[config.mk]
export PLATFORM = sky130hd
export DESIGN_NAME = usb_tx_sequencer
export DESIGN_NICKNAME = d
export VERILOG_FILES = /design/src/rtl/usb_tx_sequencer.sv
export SDC_FILE = /design/constraint.sdc
export NUM_CORES = 1
export LEC_CHECK = 0
export BUFFER_PORTS_ARGS = -buffer_cell sky130_fd_sc_hd__buf_2
export CORE_MARGIN = 3
export CORE_UTILIZATION = 31
export CTS_BUF_LIST = sky130_fd_sc_hd__clkbuf_16
export CTS_CLUSTER_DIAMETER = 120
export DETAILED_ROUTE_END_ITERATION = 10
export PLACE_DENSITY = 0.49
export SETUP_SLACK_MARGIN = 0.2
export SLEW_MARGIN = 25
export SYNTH_ARGS = -nofsm -noshare
export SYNTH_HDL_FRONTEND = slang
export SYNTH_SLANG_ARGS = --single-unit
[constraint.sdc]
create_clock -name clk -period 2.6 [get_ports clk]
set_input_delay 0.52 -clock clk [delete_from_list [all_inputs] [get_ports clk]]
set_output_delay 0.52 -clock clk [all_outputs]
set_load 0.02 [all_outputs]
[src/rtl/usb_tx_sequencer.sv]
// +----------------------------------------------------------------------------+
// | usb_tx_sequencer: snapshots an averaged-channel frame and streams it out   |
// | byte-wise over valid/ready, followed by a CRC-16/USB trailer. Rev 1.0      |
// +----------------------------------------------------------------------------+
`default_nettype none

module usb_tx_sequencer #(
  parameter int NUM_CH = 16,
  parameter int WORD_W = 32
) (
  input  logic                     clk,
  input  logic                     rst,
  input  logic                     start,
  input  logic [NUM_CH*WORD_W-1:0] frame_in,
  input  logic                     tx_ready,
  output logic [7:0]               tx_data,
  output logic                     tx_valid,
  output logic                     busy,
  output logic                     done,
  output logic                     frame_drop
);

  localparam int FW     = NUM_CH * WORD_W;
  localparam int NBYTES = FW / 8;
  localparam int CW     = $clog2(NBYTES) + 1;
  localparam logic [CW-1:0] LAST_BYTE = CW'(NBYTES - 1);

  typedef enum logic [1:0] {IDLE, SEND, CRC_LO, CRC_HI} state_t;

  // Reflected CRC-16/USB, one byte consumed LSB-first.
  function automatic logic [15:0] crc16_usb(input logic [15:0] c, input logic [7:0] b);
    logic [15:0] r;
    r = c ^ {8'h00, b};
    for (int i = 0; i < 8; i++) begin
      r = r[0] ? ((r >> 1) ^ 16'hA001) : (r >> 1);
    end
    return r;
  endfunction

  state_t          state_q, state_d;
  logic [FW-1:0]   shadow_q, shadow_d;
  logic [CW-1:0]   cnt_q, cnt_d;
  logic [15:0]     crc_q, crc_d;
  logic [7:0]      data_q, data_d;
  logic            valid_q, valid_d;
  logic            done_q, done_d;
  logic            drop_q, drop_d;

  logic            xfer;
  logic [15:0]     crc_next;
  logic [FW-1:0]   shadow_shr;

  assign xfer       = valid_q && tx_ready;
  assign crc_next   = crc16_usb(crc_q, data_q);
  // The shadow is consumed by shifting, so the next byte is always at the bottom.
  assign shadow_shr = shadow_q >> 8;

  always_comb begin
    state_d  = state_q;
    shadow_d = shadow_q;
    cnt_d    = cnt_q;
    crc_d    = crc_q;
    data_d   = data_q;
    valid_d  = valid_q;
    done_d   = 1'b0;
    drop_d   = start && (state_q != IDLE);
    case (state_q)
      IDLE: begin
        if (start) begin
          shadow_d = frame_in;
          data_d   = frame_in[7:0];
          valid_d  = 1'b1;
          crc_d    = 16'hFFFF;
          cnt_d    = '0;
          state_d  = SEND;
        end
      end
      SEND: begin
        if (xfer) begin
          crc_d    = crc_next;
          cnt_d    = cnt_q + CW'(1);
          shadow_d = shadow_shr;
          if (cnt_q == LAST_BYTE) begin
            data_d  = ~crc_next[7:0];
            state_d = CRC_LO;
          end else begin
            data_d  = shadow_shr[7:0];
          end
        end
      end
      CRC_LO: begin
        if (xfer) begin
          data_d  = ~crc_q[15:8];
          state_d = CRC_HI;
        end
      end
      CRC_HI: begin
        if (xfer) begin
          data_d  = 8'h00;
          valid_d = 1'b0;
          done_d  = 1'b1;
          state_d = IDLE;
        end
      end
      default: state_d = IDLE;
    endcase
  end

  always_ff @(posedge clk) begin
    if (rst) begin
      state_q  <= IDLE;
      shadow_q <= '0;
      cnt_q    <= '0;
      crc_q    <= 16'hFFFF;
      data_q   <= 8'h00;
      valid_q  <= 1'b0;
      done_q   <= 1'b0;
      drop_q   <= 1'b0;
    end else begin
      state_q  <= state_d;
      shadow_q <= shadow_d;
      cnt_q    <= cnt_d;
      crc_q    <= crc_d;
      data_q   <= data_d;
      valid_q  <= valid_d;
      done_q   <= done_d;
      drop_q   <= drop_d;
    end
  end

  assign tx_data    = data_q;
  assign tx_valid   = valid_q;
  assign busy       = (state_q != IDLE);
  assign done       = done_q;
  assign frame_drop = drop_q;

endmodule

`default_nettype wire

==> results of run 1 <==
worst max-delay path: cells and delay by family, from the launching register on:
family	cells	cell delay (ns)
and+or+nand+nor	2	0.32
buffers and inverters	4	0.71
adders and majority gates	1	0.24
DFF	1	0.35
AOI/OAI and AO/OA	2	0.49
routing by layer:
layer	up-vias	wire length [um]	track usage (%)
met1	9061	32200	22.3
met2	425	34900	29.0
met4	22	1170	4.25
met5	-	152	0
met3	94	4210	3.88
li1	9888	-	-
timing repair:
item | 4_1_cts | 5_1_grt
resized for setup | 0 | 10
hold buffers | 0 | 0
setup endpoints to repair | 0 | 270
kinds of logic after synthesis:
logic type	Yosys count
muxes	498
adders and majority gates	6
buffers and inverters	247
and+or+nand+nor	595
DFF	540
xor gates and xnor gates	22
AOI/OAI and AO/OA	567
how the worst max path moves through the flow:
stage / endpoint / cells past startpoint / slack, ns
2_1_floorplan: shadow_q[358]$_SDFFE_PP0P_ / 10 / 0.45
6_report: shadow_q[394]$_SDFFE_PP0P_ / 9 / 0.35
5_1_grt: shadow_q[456]$_SDFFE_PP0P_ / 9 / 0.17
4_1_cts: shadow_q[341]$_SDFFE_PP0P_ / 9 / 0.24
3_5_place_dp: shadow_q[453]$_SDFFE_PP0P_ / 9 / 0.32
3_3_place_gp: shadow_q[57]$_SDFFE_PP0P_ / 6 / 0.40
cell usage in the layout (no fill, tap or decap), types with 2 or more instances in the layout:
cell and count:
sky130_fd_sc_hd__dfxtp_1 540, sky130_fd_sc_hd__buf_2 526, sky130_fd_sc_hd__nor2_1 508, sky130_fd_sc_hd__mux2i_1 497
sky130_fd_sc_hd__a211oi_1 497, sky130_fd_sc_hd__clkbuf_16 62, sky130_fd_sc_hd__buf_4 30, sky130_fd_sc_hd__nand2_1 29
sky130_fd_sc_hd__a21oi_1 29, sky130_fd_sc_hd__inv_1 23, sky130_fd_sc_hd__nand2b_1 21, sky130_fd_sc_hd__buf_12 20
sky130_fd_sc_hd__nand3_1 19, sky130_fd_sc_hd__diode_2 18, sky130_fd_sc_hd__clkinv_1 14, sky130_fd_sc_hd__o21ai_0 12
sky130_fd_sc_hd__o22ai_1 12, sky130_fd_sc_hd__xnor2_1 11, sky130_fd_sc_hd__bufinv_16 8, sky130_fd_sc_hd__xor2_1 7
sky130_fd_sc_hd__buf_16 7, sky130_fd_sc_hd__a31oi_1 6, sky130_fd_sc_hd__clkinv_2 6, sky130_fd_sc_hd__ha_1 5
sky130_fd_sc_hd__nor3_1 4, sky130_fd_sc_hd__nor3b_1 3, sky130_fd_sc_hd__nor2b_1 2, sky130_fd_sc_hd__o31ai_1 2
sky130_fd_sc_hd__or2_2 2, sky130_fd_sc_hd__xnor2_2 2, sky130_fd_sc_hd__buf_6 2
stage by stage:
stage | utilization, % | instance area [um2] | total power [mW] | setup WS [ns] | instances
after floorplan | - | 23600 | 25.9 | 0.453 | 2475
after CTS | 39.0 | 29200 | 38.7 | 0.240 | 3898
after global placement | 36.4 | 27300 | 29.6 | 0.404 | 3792
after detailed placement | 36.4 | 27300 | 30.1 | 0.320 | 3792
after global routing | 39.2 | 29400 | 41.7 | 0.174 | 3908
final | 39.2 | 29400 | 38.7 | 0.354 | 3918
state kept, by name, summed over array words and instances, names as in the netlist:
name and cells:
frame_drop 1, crc_q 16, tx_valid 1, shadow_q 504, tx_data 8, done 1, state_q 2, cnt_q 7
power by group through the flow:
stage	logic, mW	registers [mW]	clock network [mW]
after detailed placement	17.2	12.9	0
after floorplan	13.4	12.5	0
after global placement	16.8	12.8	0
after CTS	17.3	12.7	8.74
final	17.5	12.7	8.45
after global routing	19.5	13.1	9.04
final cells by class:
cell class	count	area, um2	area share (%)
flip-flops and latches	540	10800	36.8
well taps	969	1210	4.13
clock inverters	46	428	1.46
clock buffers	60	1500	5.11
inverters	9	33.8	0.115
repair buffers	588	3540	12.0
multi-input cells	1688	11800	40.2
diodes	18	45.0	0.153
==> impl_metrics.prom, run 1 <==
# TYPE chip_impl_metric gauge
chip_impl_info{name="run_status",value="finished, final reports clean"} 1
chip_impl_info{name="worst_hold_class",value="in2reg"} 1
chip_impl_info{name="grt_setup_unrepaired",value="yes"} 1
chip_impl_metric{name="first_iter_violations",unit=""} 977
chip_impl_metric{name="relative_slew_margins",unit="%"} 49.7
chip_impl_metric{name="synth_largest_type_area_fraction",unit="%"} 45.8
chip_impl_info{name="crit_type",value="reg2reg"} 1
chip_impl_info{name="hold_critical_path_endpoint",value="shadow_q[507]$_SDFFE_PP0P_"} 1
chip_impl_metric{name="ios",unit=""} 528
chip_impl_metric{name="drive_gt1_share",unit="%"} 23.1
chip_impl_metric{name="clkPwrFrac",unit="%"} 21.8
chip_impl_metric{name="finalWorstPathRequiredPeriod",unit="ns"} 2.25
chip_impl_info{name="tritoncts",value="built"} 1
chip_impl_metric{name="synth-xor-area-share",unit="%"} 1.01
chip_impl_metric{name="vias_per_cell",unit=""} 4.97
chip_impl_metric{name="holdWs",unit="ns"} 0.157
chip_impl_metric{name="chipHeight",unit="um"} 282
chip_impl_metric{name="via_count",unit=""} 19500
chip_impl_metric{name="gp_routability_congestion",unit=""} 0.821
chip_impl_info{name="startpoint_type",value="flop"} 1
chip_impl_metric{name="route.detailed.drc",unit=""} 0
chip_impl_metric{name="track_usage",unit="%"} 17.2
chip_impl_metric{name="via_count_of_the_first_global_routing_pass",unit=""} 19100
chip_impl_info{name="yosys_most_used_dff",value="sky130_fd_sc_hd__dfxtp_1"} 1
chip_impl_info{name="synth_top_family_by_area",value="multiplexers"} 1
chip_impl_metric{name="wl_per_cell",unit="um"} 18.5
chip_impl_metric{name="final.period_utilization",unit="%"} 86.4
chip_impl_metric{name="drt_first_pass_iters",unit=""} 5
chip_impl_metric{name="largest_net_degree_at_the_start_of_global_routing",unit=""} 93
chip_impl_metric{name="std_cell_rows",unit=""} 100
chip_impl_metric{name="setup-tns-final",unit="ns"} 0
chip_impl_metric{name="synthAdderAreaFrac",unit="%"} 0.318
chip_impl_metric{name="route.final.wire_length",unit="mm"} 72.6
chip_impl_metric{name="fmaxAchievable",unit="MHz"} 445
chip_impl_info{name="worstPathCellList",value="inv_1 -> ha_1 -> inv_1 -> o21ai_1 -> and2_4 -> buf_16 -> buf_16 -> nor2_1 -> a211oi_1"} 1
chip_impl_metric{name="start_util",unit="%"} 31.5
chip_impl_metric{name="flop_and_latch_count_out_of_synthesis",unit=""} 540
chip_impl_metric{name="nets",unit=""} 3409
chip_impl_info{name="yosys-top-cells-area",value="sky130_fd_sc_hd__dfxtp_1 46%, sky130_fd_sc_hd__mux2i_1 21%, sky130_fd_sc_hd__a211oi_1 16%"} 1
chip_impl_metric{name="core-area",unit="um2"} 74900
chip_impl_metric{name="finalSetupViolations",unit=""} 0
chip_impl_metric{name="synth_sequential_area_ratio",unit="%"} 45.8
chip_impl_metric{name="worst-endpoint-arrival",unit="ns"} 2.76
chip_impl_metric{name="worst_ir_drop_vdd",unit="uV"} 645
chip_impl_metric{name="wire_length_of_the_first_global_routing_pass",unit="mm"} 109
chip_impl_info{name="yosysTopAreaCell",value="sky130_fd_sc_hd__dfxtp_1"} 1
chip_impl_metric{name="cp_max_fo",unit=""} 60
chip_impl_info{name="min_from",value="frame_in[507]"} 1
chip_impl_metric{name="syn-instance-count",unit=""} 2475
chip_impl_metric{name="p_int",unit="mW"} 23.5
chip_impl_metric{name="worst-endpoint-required",unit="ns"} 3.11
chip_impl_metric{name="synth.area.mux_share",unit="%"} 21.1
chip_impl_metric{name="grt_overflow_total",unit=""} 0
chip_impl_metric{name="cts-buffers-inserted",unit=""} 60
chip_impl_info{name="ctsRootBufferMaster",value="sky130_fd_sc_hd__clkbuf_16"} 1
chip_impl_metric{name="hold_path_depth",unit=""} 3
chip_impl_metric{name="synthSimpleGateAreaFrac",unit="%"} 10.0
chip_impl_metric{name="worstMarginPinSlew",unit="ns"} 0.755
chip_impl_metric{name="hold_viol",unit=""} 0
chip_impl_metric{name="synthDistinctLibCells",unit=""} 43
chip_impl_metric{name="dp.final_hpwl",unit="mm"} 51.6
chip_impl_metric{name="post_cts_buffers",unit=""} 0
chip_impl_metric{name="drv.max_cap_violation_count",unit=""} 0
chip_impl_metric{name="postSynthAreaPerCell",unit="um2"} 9.54
chip_impl_metric{name="yosys_warnings",unit=""} 0
chip_impl_metric{name="route.antenna.remaining_nets",unit=""} 0
chip_impl_metric{name="reg2reg_slack",unit="ns"} 0.35
chip_impl_metric{name="grt_antenna_before_repair",unit=""} 30
chip_impl_metric{name="total_die_area",unit="um2"} 79500
chip_impl_info{name="synth_most_common_cell",value="sky130_fd_sc_hd__dfxtp_1"} 1
chip_impl_metric{name="worst_setup_hold_path_clk_slew",unit="ns"} 0.06
chip_impl_metric{name="power.switching",unit="mW"} 15.2
chip_impl_info{name="reg_to_reg_end",value="shadow_q[394]$_SDFFE_PP0P_"} 1
chip_impl_metric{name="p_sw_share",unit="%"} 39.2
chip_impl_metric{name="power.density_cell_area",unit="nW/um2"} 1320
chip_impl_info{name="rr_startpoint",value="state_q[0]$_SDFFE_PP0P_"} 1
chip_impl_metric{name="asyncSetResetFlopFracSynth",unit="%"} 0
chip_impl_metric{name="floorplan.die.width",unit="um"} 282
chip_impl_metric{name="r2r.worst_path.cells",unit=""} 9
chip_impl_metric{name="p_leak",unit="nW"} 11.6
chip_impl_metric{name="pwr-share-comb",unit="%"} 45.2
chip_impl_metric{name="cts.sinks",unit=""} 540
chip_impl_info{name="worst_setup_path_end_kind",value="flop"} 1
chip_impl_info{name="crit_path_start",value="state_q[0]$_SDFFE_PP0P_"} 1
chip_impl_metric{name="synth.cell_area",unit="um2"} 23600
chip_impl_metric{name="critical-path-max-stage-delay",unit="ns"} 0.35
chip_impl_info{name="cpMaxStageDelayCell",value="sky130_fd_sc_hd__dfxtp_1"} 1
chip_impl_metric{name="synth-edff-count",unit=""} 0
chip_impl_metric{name="synth_compound_area_share",unit="%"} 17.5
chip_impl_metric{name="cts-htree-levels",unit=""} 2
chip_impl_metric{name="worst_skew",unit="ns"} 0.0337
chip_impl_metric{name="syn2layout_area_growth",unit="%"} 24.4
chip_impl_metric{name="timing.final.max_slew_violations",unit=""} 0
chip_impl_metric{name="port_buffers",unit=""} 527
chip_impl_metric{name="fillCellCount",unit=""} 7491
chip_impl_metric{name="worstSkewPairLatency",unit="ns"} 0.63
chip_impl_metric{name="synth_nets",unit=""} 2997
chip_impl_metric{name="clk_path_buf_depth",unit=""} 3
chip_impl_metric{name="reg_power_share",unit="%"} 32.9
chip_impl_info{name="synth_commonest_cells",value="540 x sky130_fd_sc_hd__dfxtp_1, 508 x sky130_fd_sc_hd__nor2_1, 497 x sky130_fd_sc_hd__a211oi_1, 497 x sky130_fd_sc_hd__mux2i_1, 162 x sky130_fd_sc_hd__clkbuf_1"} 1
(Power assumes the default switching activity.)
==> run 2: changes to the inputs <==
Settings changed: PLACE_DENSITY 0.49 to unset.
==> impl_metrics.prom, run 2 (synthesized netlist as in run 1, its figures left out) <==
# TYPE chip_impl_metric gauge
chip_impl_info{name="run_status",value="finished, final reports clean"} 1
chip_impl_metric{name="p_leak",unit="nW"} 11.5
chip_impl_metric{name="route.final.wire_length",unit="mm"} 71.9
chip_impl_metric{name="worst_setup_hold_path_clk_slew",unit="ns"} 0.06
chip_impl_metric{name="setup-tns-final",unit="ns"} 0
chip_impl_metric{name="relative_slew_margins",unit="%"} 38.7
chip_impl_metric{name="worst_ir_drop_vdd",unit="uV"} 717
chip_impl_metric{name="cp_max_fo",unit=""} 72
chip_impl_metric{name="dp.final_hpwl",unit="mm"} 48.7
chip_impl_metric{name="worst-endpoint-required",unit="ns"} 3.12
chip_impl_info{name="top_library_cells_by_usage_in_the_layout_fill_and_taps_aside",value="540 x sky130_fd_sc_hd__dfxtp_1, 526 x sky130_fd_sc_hd__buf_2, 508 x sky130_fd_sc_hd__nor2_1"} 1
chip_impl_metric{name="largest_register_ffs",unit=""} 504
chip_impl_info{name="worst_setup_path_end_kind",value="flop"} 1
chip_impl_metric{name="route.detailed.drc",unit=""} 0
chip_impl_metric{name="worstMarginPinSlew",unit="ns"} 0.919
chip_impl_metric{name="port_buffers",unit=""} 527
chip_impl_metric{name="hold_viol",unit=""} 0
chip_impl_metric{name="start_util",unit="%"} 31.5
chip_impl_metric{name="largest_net_degree_at_the_start_of_global_routing",unit=""} 110
chip_impl_metric{name="worst-endpoint-arrival",unit="ns"} 2.76
chip_impl_info{name="ctsRootBufferMaster",value="sky130_fd_sc_hd__clkbuf_16"} 1
chip_impl_metric{name="total_die_area",unit="um2"} 79500
chip_impl_metric{name="multi_input_comb_area",unit="um2"} 11800
chip_impl_metric{name="chipHeight",unit="um"} 282
chip_impl_metric{name="nets",unit=""} 3397
chip_impl_info{name="most_common_cell_after_layout_fill_and_taps_aside",value="sky130_fd_sc_hd__dfxtp_1"} 1
chip_impl_metric{name="drt_first_pass_iters",unit=""} 5
chip_impl_metric{name="cts-buffers-inserted",unit=""} 60
chip_impl_info{name="min_from",value="frame_in[509]"} 1
chip_impl_metric{name="postLayoutCellArea",unit="um2"} 29300
chip_impl_info{name="grt_setup_unrepaired",value="yes"} 1
chip_impl_metric{name="grt_overflow_total",unit=""} 0
chip_impl_metric{name="finalSetupViolations",unit=""} 0
chip_impl_metric{name="holdWs",unit="ns"} 0.191
chip_impl_metric{name="clk_path_buf_depth",unit=""} 3
chip_impl_metric{name="grt_antenna_before_repair",unit=""} 22
chip_impl_metric{name="std_cell_rows",unit=""} 100
chip_impl_metric{name="final.period_utilization",unit="%"} 86.2
chip_impl_info{name="worst_hold_class",value="in2reg"} 1
chip_impl_metric{name="ios",unit=""} 528
chip_impl_metric{name="cts_hold_buffers",unit=""} 0
chip_impl_metric{name="core-area",unit="um2"} 74900
chip_impl_metric{name="seqCellArea",unit="um2"} 10800
chip_impl_info{name="crit_path_start",value="state_q[0]$_SDFFE_PP0P_"} 1
chip_impl_metric{name="cts-htree-levels",unit=""} 2
chip_impl_metric{name="finalWorstPathRequiredPeriod",unit="ns"} 2.24
chip_impl_metric{name="detailed_place.area",unit="um2"} 27100
chip_impl_metric{name="route.antenna.remaining_nets",unit=""} 0
chip_impl_metric{name="track_usage",unit="%"} 16.5
chip_impl_info{name="startpoint_type",value="flop"} 1
chip_impl_info{name="rr_startpoint",value="state_q[0]$_SDFFE_PP0P_"} 1
chip_impl_metric{name="timing.final.max_slew_violations",unit=""} 0
chip_impl_metric{name="wire_length_of_the_first_global_routing_pass",unit="mm"} 104
chip_impl_metric{name="worst_skew",unit="ns"} 0.0136
chip_impl_info{name="cp_top_family",value="buffers and inverters"} 1
chip_impl_metric{name="met1_usage",unit="%"} 21.6
chip_impl_metric{name="cts.sinks",unit=""} 540
chip_impl_metric{name="via_count",unit=""} 19300
chip_impl_info{name="tritoncts",value="built"} 1
chip_impl_info{name="register_with_the_highest_flop_count",value="shadow_q"} 1
chip_impl_info{name="crit_type",value="reg2reg"} 1
chip_impl_metric{name="gp_routability_congestion",unit=""} 0.808
chip_impl_metric{name="critical-path-max-stage-delay",unit="ns"} 0.35
chip_impl_metric{name="fillCellCount",unit=""} 7523
chip_impl_metric{name="total_power",unit="mW"} 38.7
chip_impl_metric{name="floorplan.die.width",unit="um"} 282
chip_impl_metric{name="crit_buf_inv",unit=""} 4
chip_impl_metric{name="first_iter_violations",unit=""} 1182
chip_impl_metric{name="via_count_of_the_first_global_routing_pass",unit=""} 18200
chip_impl_metric{name="grtUsageMet3",unit="%"} 4.19
chip_impl_info{name="cpMaxStageDelayCell",value="sky130_fd_sc_hd__dfxtp_1"} 1
chip_impl_metric{name="worstSkewPairLatency",unit="ns"} 0.61
chip_impl_metric{name="drv.max_cap_violation_count",unit=""} 0
chip_impl_metric{name="post_cts_buffers",unit=""} 0
chip_impl_metric{name="vias_per_cell",unit=""} 4.94
chip_impl_info{name="top_usage_layer",value="met2"} 1
chip_impl_metric{name="wl_per_cell",unit="um"} 18.4
chip_impl_metric{name="drive_gt1_share",unit="%"} 23.1
chip_impl_metric{name="syn2layout_area_growth",unit="%"} 24.1
chip_impl_metric{name="power.density_cell_area",unit="nW/um2"} 1320
chip_impl_metric{name="fmaxAchievable",unit="MHz"} 446
chip_impl_metric{name="grt.met2_usage",unit="%"} 26.2
chip_impl_info{name="worstPathCellList",value="inv_1 -> ha_1 -> inv_1 -> o21ai_0 -> and2_4 -> buf_12 -> buf_12 -> nor2_1 -> a211oi_1"} 1
-- run 2: cell type report --
type,instances,area share [%]
clock inverters,52,1.28
clock buffers,61,5.21
inverters,9,0.115
flip-flops and latches,540,36.9
diodes,14,0.120
well taps,969,4.14
multi-input cells,1688,40.3
repair buffers,576,12.0
-- run 2: timing repair --
item	4_1_cts	5_1_grt
gates resized for setup	0	7
endpoints found under the setup margin	0	224
endpoints found under the hold margin	0	0
-- run 2: tightest hold or removal path: cells and delay by family --
family	cells	cell delay [ns]
buffers and inverters	1	0.10
AO/OA/AOI/OAI	1	0.06
AND/OR/NAND/NOR	1	0.07
-- run 2: where the power goes --
part | internal, mW | leakage [nW] | switching (mW)
Sequential | 11.2 | 4.47 | 1.57
Combinational | 7.48 | 6.08 | 10.2
Clock | 4.66 | 0.943 | 3.62
Total | 23.3 | 11.5 | 15.4
-- run 2: path summary, 6_finish.rpt --
kind	end	slack, ns	depth (start not counted)
worst max-delay path	shadow_q[203]$_SDFFE_PP0P_	0.36	9
worst min register to register	shadow_q[504]$_SDFFE_PP0P_	0.45	2
worst min-delay path	shadow_q[509]$_SDFFE_PP0P_	0.19	3
worst max register to register	shadow_q[203]$_SDFFE_PP0P_	0.36	9
-- run 2: per-stage QoR --
stage / cells / worst slack, ns / util, %
2_1_floorplan: 2475 / 0.453 / -
3_3_place_gp: 3775 / 0.380 / 36.2
3_5_place_dp: 3775 / 0.315 / 36.2
4_1_cts: 3888 / 0.276 / 38.8
5_1_grt: 3900 / 0.149 / 39.1
6_report: 3909 / 0.359 / 39.1
-- run 2: layer usage --
layer	vias to the layer above	part of all wire, %	wire [um]
met5	-	0.13	94
met4	14	2.9	2060
met3	118	6.4	4580
met2	461	46	33100
met1	8895	45	32100
li1	9821	-	-
==> run 3: changes to the inputs <==
--- a/config.mk
+++ b/config.mk
@@ -9,3 +9,3 @@
 export CORE_MARGIN = 3
-export CORE_UTILIZATION = 31
+export CORE_UTILIZATION = 38
 export CTS_BUF_LIST = sky130_fd_sc_hd__clkbuf_16
==> constraint.sdc (replaced) <==
create_clock -name clk -period 2.6 [get_ports clk]
set_input_delay 0.39 -clock clk [delete_from_list [all_inputs] [get_ports clk]]
set_output_delay 0.39 -clock clk [all_outputs]
set_load 0.02 [all_outputs]
==> impl_metrics.prom, run 3 (synthesized netlist as in run 1, its figures left out) <==
# TYPE chip_impl_metric gauge
chip_impl_metric{name="via_count",unit=""} 19600
chip_impl_metric{name="std_cell_rows",unit=""} 90
chip_impl_metric{name="clk_path_buf_depth",unit=""} 3
chip_impl_metric{name="start_util",unit="%"} 38.8
chip_impl_metric{name="p_int",unit="mW"} 23.3
chip_impl_metric{name="track_usage",unit="%"} 19.4
chip_impl_info{name="tritoncts",value="built"} 1
chip_impl_metric{name="cts.sinks",unit=""} 540
chip_impl_metric{name="dp.cells",unit=""} 3644
chip_impl_metric{name="cts-htree-levels",unit=""} 2
chip_impl_metric{name="finalSetupViolations",unit=""} 0
chip_impl_metric{name="timing.final.max_slew_violations",unit=""} 0
chip_impl_metric{name="worstMarginPinSlew",unit="ns"} 0.887
chip_impl_metric{name="core-area",unit="um2"} 60900
chip_impl_metric{name="floorplan.die.width",unit="um"} 255
chip_impl_info{name="cp_top_family",value="buffers and inverters"} 1
chip_impl_metric{name="worst_ir_drop_vdd",unit="uV"} 1100
chip_impl_metric{name="chipHeight",unit="um"} 255
chip_impl_info{name="most_common_cell_after_layout_fill_and_taps_aside",value="sky130_fd_sc_hd__dfxtp_1"} 1
chip_impl_metric{name="total_power",unit="mW"} 38.4
chip_impl_metric{name="final_cells",unit=""} 3771
chip_impl_info{name="most_used_cell_cp",value="sky130_fd_sc_hd__buf_12"} 1
chip_impl_metric{name="cp_max_fo",unit=""} 62
chip_impl_metric{name="largest_register_ffs",unit=""} 504
chip_impl_metric{name="wl_per_cell",unit="um"} 18.3
chip_impl_metric{name="fillCellCount",unit=""} 5734
chip_impl_info{name="register_with_the_highest_flop_count",value="shadow_q"} 1
chip_impl_metric{name="finalWorstPathRequiredPeriod",unit="ns"} 2.24
chip_impl_info{name="cpMaxStageDelayCell",value="sky130_fd_sc_hd__buf_12"} 1
chip_impl_info{name="top_library_cells_by_usage_in_the_layout_fill_and_taps_aside",value="540 x sky130_fd_sc_hd__dfxtp_1, 526 x sky130_fd_sc_hd__buf_2, 508 x sky130_fd_sc_hd__nor2_1"} 1
chip_impl_metric{name="worst-endpoint-required",unit="ns"} 3.07
chip_impl_metric{name="detailed_place.area",unit="um2"} 27100
chip_impl_metric{name="reg_power_share",unit="%"} 33.3
chip_impl_metric{name="relative_slew_margins",unit="%"} 40.9
chip_impl_metric{name="total_die_area",unit="um2"} 65200
chip_impl_metric{name="fmaxAchievable",unit="MHz"} 447
chip_impl_info{name="worstPathCellList",value="inv_1 -> ha_4 -> buf_12 -> buf_12 -> mux2i_1 -> a211oi_1"} 1
chip_impl_metric{name="setup-tns-final",unit="ns"} 0
chip_impl_metric{name="grt_antenna_before_repair",unit=""} 22
chip_impl_info{name="run_status",value="finished, final reports clean"} 1
chip_impl_metric{name="vias_per_cell",unit=""} 5.20
chip_impl_metric{name="route.detailed.drc",unit=""} 0
chip_impl_metric{name="grt_overflow_total",unit=""} 0
chip_impl_metric{name="route.antenna.remaining_nets",unit=""} 0
chip_impl_metric{name="power.switching",unit="mW"} 15.1
chip_impl_metric{name="nets",unit=""} 3406
chip_impl_metric{name="hold_viol",unit=""} 0
chip_impl_metric{name="route.final.wire_length",unit="mm"} 68.9
chip_impl_metric{name="p_sw_share",unit="%"} 39.4
chip_impl_metric{name="cts-buffers-inserted",unit=""} 59
chip_impl_metric{name="clkPwrFrac",unit="%"} 20.4
chip_impl_metric{name="worst_setup_hold_path_clk_slew",unit="ns"} 0.06
chip_impl_metric{name="pwr-share-comb",unit="%"} 46.3
chip_impl_metric{name="cts_hold_buffers",unit=""} 0
chip_impl_metric{name="wire_length_of_the_first_global_routing_pass",unit="mm"} 102
chip_impl_metric{name="drt_first_pass_iters",unit=""} 7
chip_impl_metric{name="first_iter_violations",unit=""} 1345
chip_impl_metric{name="via_count_of_the_first_global_routing_pass",unit=""} 18500
chip_impl_metric{name="dp.final_hpwl",unit="mm"} 48.2
chip_impl_info{name="startpoint_type",value="flop"} 1
chip_impl_metric{name="gp_routability_congestion",unit=""} 0.819
chip_impl_metric{name="largest_net_degree_at_the_start_of_global_routing",unit=""} 118
chip_impl_info{name="ctsRootBufferMaster",value="sky130_fd_sc_hd__clkbuf_16"} 1
chip_impl_metric{name="drv.max_cap_violation_count",unit=""} 0
chip_impl_metric{name="worst_skew",unit="ns"} 0.0288
chip_impl_metric{name="crit_buf_inv",unit=""} 3
chip_impl_info{name="grt_setup_unrepaired",value="no"} 1
chip_impl_metric{name="holdWs",unit="ns"} 0.0635
chip_impl_info{name="worst_setup_path_end_kind",value="flop"} 1
chip_impl_metric{name="worstSkewPairLatency",unit="ns"} 0.60
chip_impl_info{name="worst_hold_class",value="in2reg"} 1
chip_impl_info{name="crit_type",value="reg2reg"} 1
chip_impl_metric{name="syn2layout_area_growth",unit="%"} 23.4
chip_impl_metric{name="p_leak",unit="nW"} 11.6
chip_impl_metric{name="final.period_utilization",unit="%"} 86.0
chip_impl_metric{name="postLayoutCellArea",unit="um2"} 29100
chip_impl_metric{name="worst-endpoint-arrival",unit="ns"} 2.70
chip_impl_metric{name="ios",unit=""} 528
chip_impl_metric{name="port_buffers",unit=""} 527
chip_impl_metric{name="drive_gt1_share",unit="%"} 23.1
chip_impl_metric{name="power.density_cell_area",unit="nW/um2"} 1320
chip_impl_metric{name="critical-path-max-stage-delay",unit="ns"} 0.43
## run 3: cell count changes in the layout (fill, tap and decap cells not counted), sizes merged
cell / delta
buf: +11
bufinv: -1
clkbuf: -2
clkinv: -4
clkinvlp: -5
diode: -1
inv: +5
## run 3: layout make-up
type	count	area, um2	area share (%)
Antenna cell	13	32.5	0.112
Clock buffer	60	1500	5.15
Clock inverter	47	303	1.04
Inverter	9	33.8	0.116
Multi-Input combinational cell	1688	11800	40.5
Sequential cell	540	10800	37.1
Tap cell	828	1040	3.56
Timing Repair Buffer	586	3610	12.4
## run 3: layer usage
| metal | vias up | share of wire, % | GRT usage [%] | wire length [um] |
|---|---|---|---|---|
| li1 | 9831 | - | - | - |
| met1 | 9193 | 44 | 25.4 | 30400 |
| met3 | 100 | 6.4 | 4.71 | 4430 |
| met4 | 20 | 1.9 | 4.89 | 1290 |
| met5 | - | 0.18 | 0 | 126 |
| met2 | 477 | 47 | 32.3 | 32700 |
## run 3: worst paths after layout
check | to | cells after the start | start | slack (ns)
max | shadow_q[143]$_SDFFE_PP0P_ | 6 | state_q[1]$_SDFFE_PP0P_ | 0.36
min | shadow_q[508]$_SDFFE_PP0P_ | 3 | frame_in[508] | 0.06
max reg2reg | shadow_q[143]$_SDFFE_PP0P_ | 6 | state_q[1]$_SDFFE_PP0P_ | 0.36
min reg2reg | shadow_q[506]$_SDFFE_PP0P_ | 2 | shadow_q[506]$_SDFFE_PP0P_ | 0.46
## run 3: through the flow
stage | utilization (%) | setup WS [ns]
2_1_floorplan | - | 0.453
6_report | 47.8 | 0.364
3_5_place_dp | 44.4 | 0.313
5_1_grt | 47.8 | 0.257
3_3_place_gp | 44.4 | 0.426
4_1_cts | 47.4 | 0.284
## run 3: tightest hold or removal path, cell delays in order
cell	delay, ns
sky130_fd_sc_hd__buf_2	0.10
sky130_fd_sc_hd__nand3_1	0.07
sky130_fd_sc_hd__a21oi_1	0.06
## run 3: power by group through the flow
stage	logic, mW	clock network, mW	registers, mW
2_1_floorplan	13.4	0	12.5
3_3_place_gp	16.4	0	12.8
3_5_place_dp	16.9	0	12.9
4_1_cts	17.0	8.08	12.8
5_1_grt	19.7	8.39	13.1
6_report	17.8	7.83	12.8
## run 3: what timing repair did
item,4_1_cts,5_1_grt
gates resized for setup,0,13
buffers inserted,0,1
setup endpoints to repair,0,90
